===== src/rtl/ysyx_22041207_me_lsu.sv =====
// Memory-stage load/store unit: one AXI4-Lite transaction per load or store.
// Ports:
//   clk, rst_n             - clock, asynchronous active-low reset
//   addr, memoryReadWen,   - memory-access fields from the EX/ME register
//   readNum, sext,
//   memoryWriteMask, wdata_in
//   me_wait_for_axi        - combinational stall to EX/ME and upstream
//   load_data, load_valid  - extended load result and completion pulse
//   bus_err                - completion pulse for a non-OKAY response
//   ar*/r*/aw*/w*/b*       - AXI4-Lite master channels
module ysyx_22041207_me_lsu #(
    parameter int unsigned ADDR_W = 32
) (
    input  logic              clk,
    input  logic              rst_n,
    input  logic [63:0]       addr,
    input  logic              memoryReadWen,
    input  logic [3:0]        readNum,
    input  logic              sext,
    input  logic [7:0]        memoryWriteMask,
    input  logic [63:0]       wdata_in,
    output logic              me_wait_for_axi,
    output logic [63:0]       load_data,
    output logic              load_valid,
    output logic              bus_err,
    output logic [ADDR_W-1:0] araddr,
    output logic              arvalid,
    input  logic              arready,
    input  logic [63:0]       rdata,
    input  logic [1:0]        rresp,
    input  logic              rvalid,
    output logic              rready,
    output logic [ADDR_W-1:0] awaddr,
    output logic              awvalid,
    input  logic              awready,
    output logic [63:0]       wdata,
    output logic [7:0]        wstrb,
    output logic              wvalid,
    input  logic              wready,
    input  logic [1:0]        bresp,
    input  logic              bvalid,
    output logic              bready
);

    localparam int unsigned DATA_W = 64;
    localparam int unsigned LANE_W = 3;

    typedef enum logic [2:0] {
        S_IDLE,
        S_AR,
        S_R,
        S_AW_W,
        S_B,
        S_DONE
    } state_t;

    state_t              state_q;
    state_t              state_d;
    logic                aw_done_q;
    logic                aw_done_d;
    logic                w_done_q;
    logic                w_done_d;
    logic                req_c;
    logic                leave_idle_c;
    logic                rd_capture_c;
    logic                err_d;
    logic [LANE_W-1:0]   lane_q;
    logic [3:0]          read_num_q;
    logic                sext_q;
    logic [DATA_W-1:0]   shifted_c;
    logic [DATA_W-1:0]   extended_c;
    logic                unused_addr_bits;

    assign req_c = memoryReadWen | (|memoryWriteMask);
    assign leave_idle_c = (state_q == S_IDLE) && (state_d != S_IDLE);
    assign unused_addr_bits = ^addr;

    // Stall holds EX/ME for the whole transaction; DONE lets the next instruction in.
    assign me_wait_for_axi = ((state_q == S_IDLE) && req_c) ||
                             (state_q == S_AR) || (state_q == S_R) ||
                             (state_q == S_AW_W) || (state_q == S_B);

    // State register
    always_ff @(posedge clk or negedge rst_n) begin
        if (!rst_n) begin
            state_q   <= S_IDLE;
            aw_done_q <= 1'b0;
            w_done_q  <= 1'b0;
        end else begin
            state_q   <= state_d;
            aw_done_q <= aw_done_d;
            w_done_q  <= w_done_d;
        end
    end

    // Next-state logic; read wins when both a load and a store are requested
    always_comb begin
        state_d      = state_q;
        aw_done_d    = aw_done_q;
        w_done_d     = w_done_q;
        rd_capture_c = 1'b0;
        err_d        = 1'b0;
        case (state_q)
            S_IDLE: begin
                aw_done_d = 1'b0;
                w_done_d  = 1'b0;
                if (memoryReadWen) begin
                    state_d = S_AR;
                end else if (|memoryWriteMask) begin
                    state_d = S_AW_W;
                end
            end
            S_AR: begin
                if (arready) begin
                    state_d = S_R;
                end
            end
            S_R: begin
                if (rvalid) begin
                    rd_capture_c = 1'b1;
                    err_d        = |rresp;
                    state_d      = S_DONE;
                end
            end
            S_AW_W: begin
                if (awvalid && awready) begin
                    aw_done_d = 1'b1;
                end
                if (wvalid && wready) begin
                    w_done_d = 1'b1;
                end
                if (aw_done_d && w_done_d) begin
                    state_d = S_B;
                end
            end
            S_B: begin
                if (bvalid) begin
                    err_d   = |bresp;
                    state_d = S_DONE;
                end
            end
            S_DONE: begin
                state_d = S_IDLE;
            end
            default: begin
                state_d = S_IDLE;
            end
        endcase
    end

    // Channel handshake outputs, registered from the next state
    always_ff @(posedge clk or negedge rst_n) begin
        if (!rst_n) begin
            arvalid    <= 1'b0;
            rready     <= 1'b0;
            awvalid    <= 1'b0;
            wvalid     <= 1'b0;
            bready     <= 1'b0;
            load_valid <= 1'b0;
            bus_err    <= 1'b0;
        end else begin
            arvalid    <= (state_d == S_AR);
            rready     <= (state_d == S_R);
            awvalid    <= (state_d == S_AW_W) && !aw_done_d;
            wvalid     <= (state_d == S_AW_W) && !w_done_d;
            bready     <= (state_d == S_B);
            load_valid <= rd_capture_c;
            bus_err    <= err_d;
        end
    end

    // Request payload captured once when the transaction starts
    always_ff @(posedge clk or negedge rst_n) begin
        if (!rst_n) begin
            araddr     <= '0;
            awaddr     <= '0;
            wdata      <= '0;
            wstrb      <= '0;
            lane_q     <= '0;
            read_num_q <= '0;
            sext_q     <= 1'b0;
        end else if (leave_idle_c) begin
            araddr     <= {addr[ADDR_W-1:LANE_W], LANE_W'(0)};
            awaddr     <= {addr[ADDR_W-1:LANE_W], LANE_W'(0)};
            wdata      <= wdata_in << {addr[LANE_W-1:0], 3'b000};
            wstrb      <= memoryWriteMask;
            lane_q     <= addr[LANE_W-1:0];
            read_num_q <= readNum;
            sext_q     <= sext;
        end
    end

    assign shifted_c = rdata >> {lane_q, 3'b000};

    // Truncate to the access size, then sign- or zero-extend
    always_comb begin
        extended_c = shifted_c;
        case (read_num_q)
            4'd1: extended_c = {{56{sext_q & shifted_c[7]}},  shifted_c[7:0]};
            4'd2: extended_c = {{48{sext_q & shifted_c[15]}}, shifted_c[15:0]};
            4'd4: extended_c = {{32{sext_q & shifted_c[31]}}, shifted_c[31:0]};
            default: extended_c = shifted_c;
        endcase
    end

    // Load result; an error response returns zero
    always_ff @(posedge clk or negedge rst_n) begin
        if (!rst_n) begin
            load_data <= '0;
        end else if (rd_capture_c) begin
            load_data <= (|rresp) ? DATA_W'(0) : extended_c;
        end
    end

endmodule


===== config.mk =====
export PLATFORM = sky130hd
export DESIGN_NAME = ysyx_22041207_me_lsu
export DESIGN_NICKNAME = d
export VERILOG_FILES = /design/src/rtl/ysyx_22041207_me_lsu.sv
export SDC_FILE = /design/constraint.sdc
export NUM_CORES = 1
export LEC_CHECK = 0
export ABC_CLOCK_PERIOD_IN_PS = 2710
export CAP_MARGIN = 20
export CORE_UTILIZATION = 30
export DETAILED_ROUTE_END_ITERATION = 10
export GPL_TIMING_DRIVEN = 0
export HOLD_SLACK_MARGIN = 0.05
export PLACE_DENSITY = 0.67
export SYNTH_ARGS = -nofsm -noshare
export SYNTH_HDL_FRONTEND = slang
export SYNTH_SLANG_ARGS = --single-unit

===== constraint.sdc =====
create_clock -name clk -period 2.71 [get_ports clk]
set_clock_uncertainty 0.05 [all_clocks]
set_input_delay 0.542 -clock clk [delete_from_list [all_inputs] [get_ports clk]]
set_output_delay 0.542 -clock clk [all_outputs]
set_load 0.005 [all_outputs]

Word-level counts from Yosys, hierarchy flattened
Index checks and enable logic that the tools add are counted.
{"block": "word_totals", "reg_bits": 185, "in_bits": 217, "out_inout_bits": 208, "word_cells": 72}
{"block": "classes", "eq_ne": 11, "shift": 2, "n_mux": 20, "bitwise_logic": 4, "n_reduce_logical": 18}
{"op": "$pmux 64 s3", "n": 1}
{"op": "$mux 64", "n": 1}
{"op": "$shl 64x6->64", "n": 1}
{"op": "$shr 64x6->64", "n": 1}
{"op": "$mux 3", "n": 6}
{"op": "$pmux 3 s5", "n": 1}
{"op": "$eq 3x2->1 const B", "n": 4}
{"op": "$mux 1", "n": 8}
{"op": "$reduce_or 8->1", "n": 1}
{"op": "$logic_and 1x1->1", "n": 7}
{"op": "$eq 3x1->1 const B", "n": 2}
{"op": "$eq 3x3->1 const B", "n": 2}
{"op": "$pmux 1 s2", "n": 3}
{"op": "$eq 4x1->1 const B", "n": 1}
{"op": "$eq 4x2->1 const B", "n": 1}
{"op": "$eq 4x3->1 const B", "n": 1}
{"op": "$logic_or 1x1->1", "n": 4}
{"op": "$reduce_or 2->1", "n": 2}
{"op": "$and 1x1->1", "n": 3}
{"op": "$logic_not 3->1", "n": 1}
{"op": "$reduce_bool 3->1", "n": 1}
{"op": "$logic_not 1->1", "n": 2}
{"op": "$or 1x1->1", "n": 1}

Longest topological paths before layout
{"block": "logic_depth", "word_depth": 8, "mapped_depth": 10, "ltp_nobuf": 6}

Worst setup path before layout
OpenSTA, ideal clock, no wires.
{"block": "synth_timing", "path_kind": "input to register", "start": "input port addr[0]", "end": "register wdata[58]", "setup_time_ps": 125, "arrival_time_ps": 1988, "required_ps": 2535, "path_slack_ps": 548, "stages": 6, "n_path_buf": 2, "path_cell_list": "clkbuf_1 -> clkbuf_1 -> mux2_2 -> nor2_1 -> o31ai_1 -> mux2_2"}
{"block": "synth_via", "elab_chain_cells": 1}
{"element": "start: declaration", "line": "16", "rtl": "input logic [63:0] addr,"}
{"element": "$shl 64x6->64", "line": "185", "rtl": "wdata <= wdata_in << {addr[LANE_W-1:0], 3'b000};"}
{"element": "end signal: assignment", "line": "185"}
{"element": "end: declaration", "line": "36", "rtl": "output logic [63:0] wdata,"}
No other way between the ends.
A chain may end at the register's enable or synchronous reset.

Worst setup path after layout
{"block": "layout_timing", "start": "input port memoryWriteMask[1]", "end": "register araddr[14]"}
{"block": "layout_via", "elab_chain_cells": 6}
{"element": "start: declaration", "line": "20", "rtl": "input logic [7:0] memoryWriteMask,"}
{"element": "$reduce_or 8->1", "line": "109", "rtl": "end else if (|memoryWriteMask) begin"}
{"element": "$mux 3", "line": "109"}
{"element": "$mux 3", "line": "107", "rtl": "if (memoryReadWen) begin"}
{"element": "$pmux 3 s5", "line": "103", "rtl": "case (state_q)"}
{"element": "$reduce_bool 3->1", "line": "75", "rtl": "assign leave_idle_c = (state_q == S_IDLE) && (state_d != S_IDLE);"}
{"element": "$logic_and 1x1->1", "line": "75"}
{"element": "end signal: assignment", "line": "183", "rtl": "araddr <= {addr[ADDR_W-1:LANE_W], LANE_W'(0)};"}
{"element": "end: declaration", "line": "26", "rtl": "output logic [ADDR_W-1:0] araddr,"}
No other way between the ends.

==> results by group <==
Status
  – Status: finished clean

Floorplan
  – Overall die area: 36,210 sq um
  – Core Rows: 68
  – Floorplan die width: 190.3 um
  – Starting density of the core: 30.64%
  – Core region area: 34,710 sq um
  – Die height: 190.3 um
  – Count of boundary I/O pins: 425

Global routing
  – Pin count of the biggest net entering global routing: 70
  – Wire length of the first global-routing pass: 66.41 mm
  – Number of antenna violations at the first check in global routing: 1
  – Number of global-route vias before repair: 10,697
  – Residual overflow from global routing: 0
  – GRT Util Overall: 24.84%

Critical path
  – Depth of the most critical reg-to-reg path: 6
  – Startpoint of the lowest-slack register-to-register path: lane_q[0]$_DFFE_PN0P_
  – Timing endpoint of the critical path: araddr[14]$_DFFE_PN0P_
  – Endpoint of the worst register-to-register path: load_data[47]$_DFFE_PN0P_
  – Launch point of the critical path: memoryWriteMask[1]
  – Class of the most critical setup path: input pin to flip-flop
  – Flop2flop setup slack: 0.19 ns
  – Max FO, Critical Path: 10
  – Type of origin of the critical path: input pin
  – Capturing element type of the critical path: flip-flop
  – Required @ worst endpoint: 3.05 ns
  – Data arrival time of the worst path: 2.97 ns

Logic synthesis
  – Async set-reset flop share out of synthesis: 100.0%
  – Warning count from the yosys run: 0
  – Seq cells post-synth: 185
  – Leading register cell type out of synthesis: dfrtp_1
  – Post-synth design cell area: 10,640 sq um
  – EDFF count, synth: 0
  – Gate count after technology mapping: 1,133
  – Top cell type by total area after synthesis: dfrtp_1
  – Syn Area/Cell: 9.388 sq um
  – Top cells by area in the synthesized netlist: dfrtp_1 (44%), nand2_1 (11%), mux4_2 (7.2%), mux2i_1 (5.6%), o21ai_0 (4.6%)
  – Part of the Yosys area used for sequential elements: 43.52%
  – Share of the synthesized area in the top cell type: 43.52%
  – Post-synth cell types: 52

Finish
  – Most common library cell in the layout ignoring fill and taps: clkdlybuf4s50_1
  – Synth-to-Final Area Change: 48.23%
  – Post-route design area: 15,770 sq um
  – Register area: 4629 sq um
  – Area used by multi-input combinational logic: 5385 sq um
  – Fraction of final layout cells with drive strength greater than 1: 12.07%
  – Most frequent cells in the layout: clkdlybuf4s50_1 (381), nand2_1 (299), dfrtp_1 (185)
  – Number of nets in the layout: 1,762
  – Fillers: 3,402
  – Final standard cell utilization of the core: 45.42%

Clock network
  – Clock insertion delay at the later pin of the skew report: 0.45 ns
  – Clock tree from TritonCTS: built
  – CTS buffer count: 17
  – TritonCTS Sinks: 185
  – H-tree levels: 4
  – Max clock buf depth: 2
  – CTS root buffer: clkbuf_16
  – Reg clk slew, reported paths: 0.08 ns

Power
  – Leakage power figure: 6.553 nW
  – Share of power burned in the clock network: 14.7%
  – Portion of total power attributed to sequential cells: 28.6%
  – Switching portion of total power: 41.07%
  – Net switching power of the design: 6.915 mW
  – Cell internal pwr: 9.923 mW
  – Share of power burned in combinational logic: 56.6%
  – Peak supply drop: 0.5785 mV
  – Total Power: 16.84 mW
  – Power density over the cells: 1068 nW/um^2

Drt
  – Drc violations: 0
  – Wire per inst: 22.44 um
  – First drt pass iteration count: 6
  – Average vias per placed instance: 5.254
  – Remaining antenna violation count: 0
  – Aggregate routed wire length: 45.19 mm
  – Total via count after detailed routing: 10,581
  – DR iter-0 viols: 647

Timing
  – Unrepaired setup endpoints after global routing: true
  – Period utilization: 96.96%
  – Number of hold violations in the final report: 0
  – Crit path time final: 2.628 ns
  – Worst slew margin relative to its limit: 28.36%
  – Slew Viols, Final: 0
  – Worst Setup Slack, final: 0.08245 ns
  – Final TNS setup: 0 ns
  – Total setup violations reported at the end of the flow: 0
  – Fmax: 0.3806 GHz
  – Slew at the pin closest to its max-slew limit: 1.066 ns

Place
  – Port Buf Inserts: 383
  – Post-DP HPWL: 35.82 mm
  – Place WS: -0.9356 ns
  – RePlAce Congestion: 0.9508
  – Dpl cell area: 15,120 sq um

Min path
  – Kind of path behind the tightest hold check: flip-flop to flip-flop
  – Min-Delay Path Depth: 2

Run
  – Max-cap check violation count: 0
==> critical path, stage by stage <==
cell and delay [ns]:
clkdlybuf4s50_1 0.42, nor4_1 0.42, nand2_1 0.17, o21ai_2 0.40
clkbuf_2 0.35, clkbuf_1 0.43, nand2_1 0.13, nand2_1 0.09
==> sequential cells by signal, summed over array words and instances (netlist names), 3 cells and up <==
signal,cells
araddr,29
lane_q,3
load_data,64
read_num_q,4
state_q,3
wdata,64
wstrb,8
==> cell usage after synthesis (8+ instances only) <==
cell type,instances
o211ai_1,31
a2bb2oi_1,8
nand2_1,299
mux4_2,34
mux2_2,41
a22oi_1,17
o21a_1,16
and2_1,8
mux2i_1,59
nor2b_1,12
nor2_1,42
clkbuf_1,69
dfrtp_1,185
a21oi_1,35
buf_2,10
o21ai_0,97
o31ai_1,32
a211oi_1,15
buf_4,38
o41ai_1,8
==> power by group through the flow <==
stage / Clock, mW / Combinational (mW) / Sequential, mW
2_1_floorplan: 0 / 4.59 / 4.72
3_3_place_gp: 0 / 9.38 / 4.83
3_5_place_dp: 0 / 9.49 / 4.84
4_1_cts: 2.53 / 9.53 / 4.82
5_1_grt: 2.64 / 10.3 / 4.97
6_report: 2.48 / 9.53 / 4.82
==> final cells by class <==
type | instances | area share [%]
buffer | 125 | 4.174
clock buffer | 18 | 2.785
timing repair buffer | 389 | 24.92
clock inverter | 14 | 0.8333
inverter | 6 | 0.1428
multi-input combinational | 821 | 34.16
antenna | 1 | 0.01587
sequential | 185 | 29.36
tap | 455 | 3.611
==> per-layer routing <==
metal | wire length [um] | track usage (%) | part of all wire [%]
met1 | 17950 | 30.68 | 40
met5 | 0 | 0 | 0
met2 | 21940 | 41.41 | 49
met4 | 1532 | 10.62 | 3.4
met3 | 3764 | 5.705 | 8.3
==> through the flow <==
step	hold WS [ns]	cells
finish	0.4268	2014
detailed placement	0.4124	1978
global route	0.4562	2013
global placement	0.4113	1976
CTS	0.4325	2010
floorplan	0.1964	1138
==> timing repair <==
| action | in CTS | in global routing |
|---|---|---|
| buffers inserted | 0 | 3 |
| setup endpoints to repair | 101 | 68 |
| gates resized for setup | 8 | 15 |
| pin swaps | 0 | 2 |
| hold buffers | 1 | 0 |
| hold endpoints to repair | 55 | 0 |
==> how the worst min path moves through the flow <==
stage,end,slack (ns),from
final,wstrb[3]$_DFFE_PN0P_,0.43,wstrb[3]$_DFFE_PN0P_
after global placement,wstrb[6]$_DFFE_PN0P_,0.41,wstrb[6]$_DFFE_PN0P_
after floorplan,araddr[10]$_DFFE_PN0P_,0.20,rst_n
after global routing,wstrb[0]$_DFFE_PN0P_,0.46,wstrb[0]$_DFFE_PN0P_
after detailed placement,wstrb[3]$_DFFE_PN0P_,0.41,wstrb[3]$_DFFE_PN0P_
after CTS,wstrb[3]$_DFFE_PN0P_,0.43,wstrb[3]$_DFFE_PN0P_
==> logic make-up (layout without fill, tap and decap cells) <==
kind of cell | count (synthesis) | in the layout | synth area share, %
other | 1 | 7 | 0.03526
AO/OA/AOI/OAI | 287 | 287 | 17.65
flip-flops | 185 | 185 | 43.52
buffers and inverters | 132 | 552 | 6.317
AND/OR/NAND/NOR | 393 | 393 | 15.30
XOR/XNOR | 1 | 1 | 0.08236
multiplexers | 134 | 134 | 17.09
(Power assumes the default switching activity.)
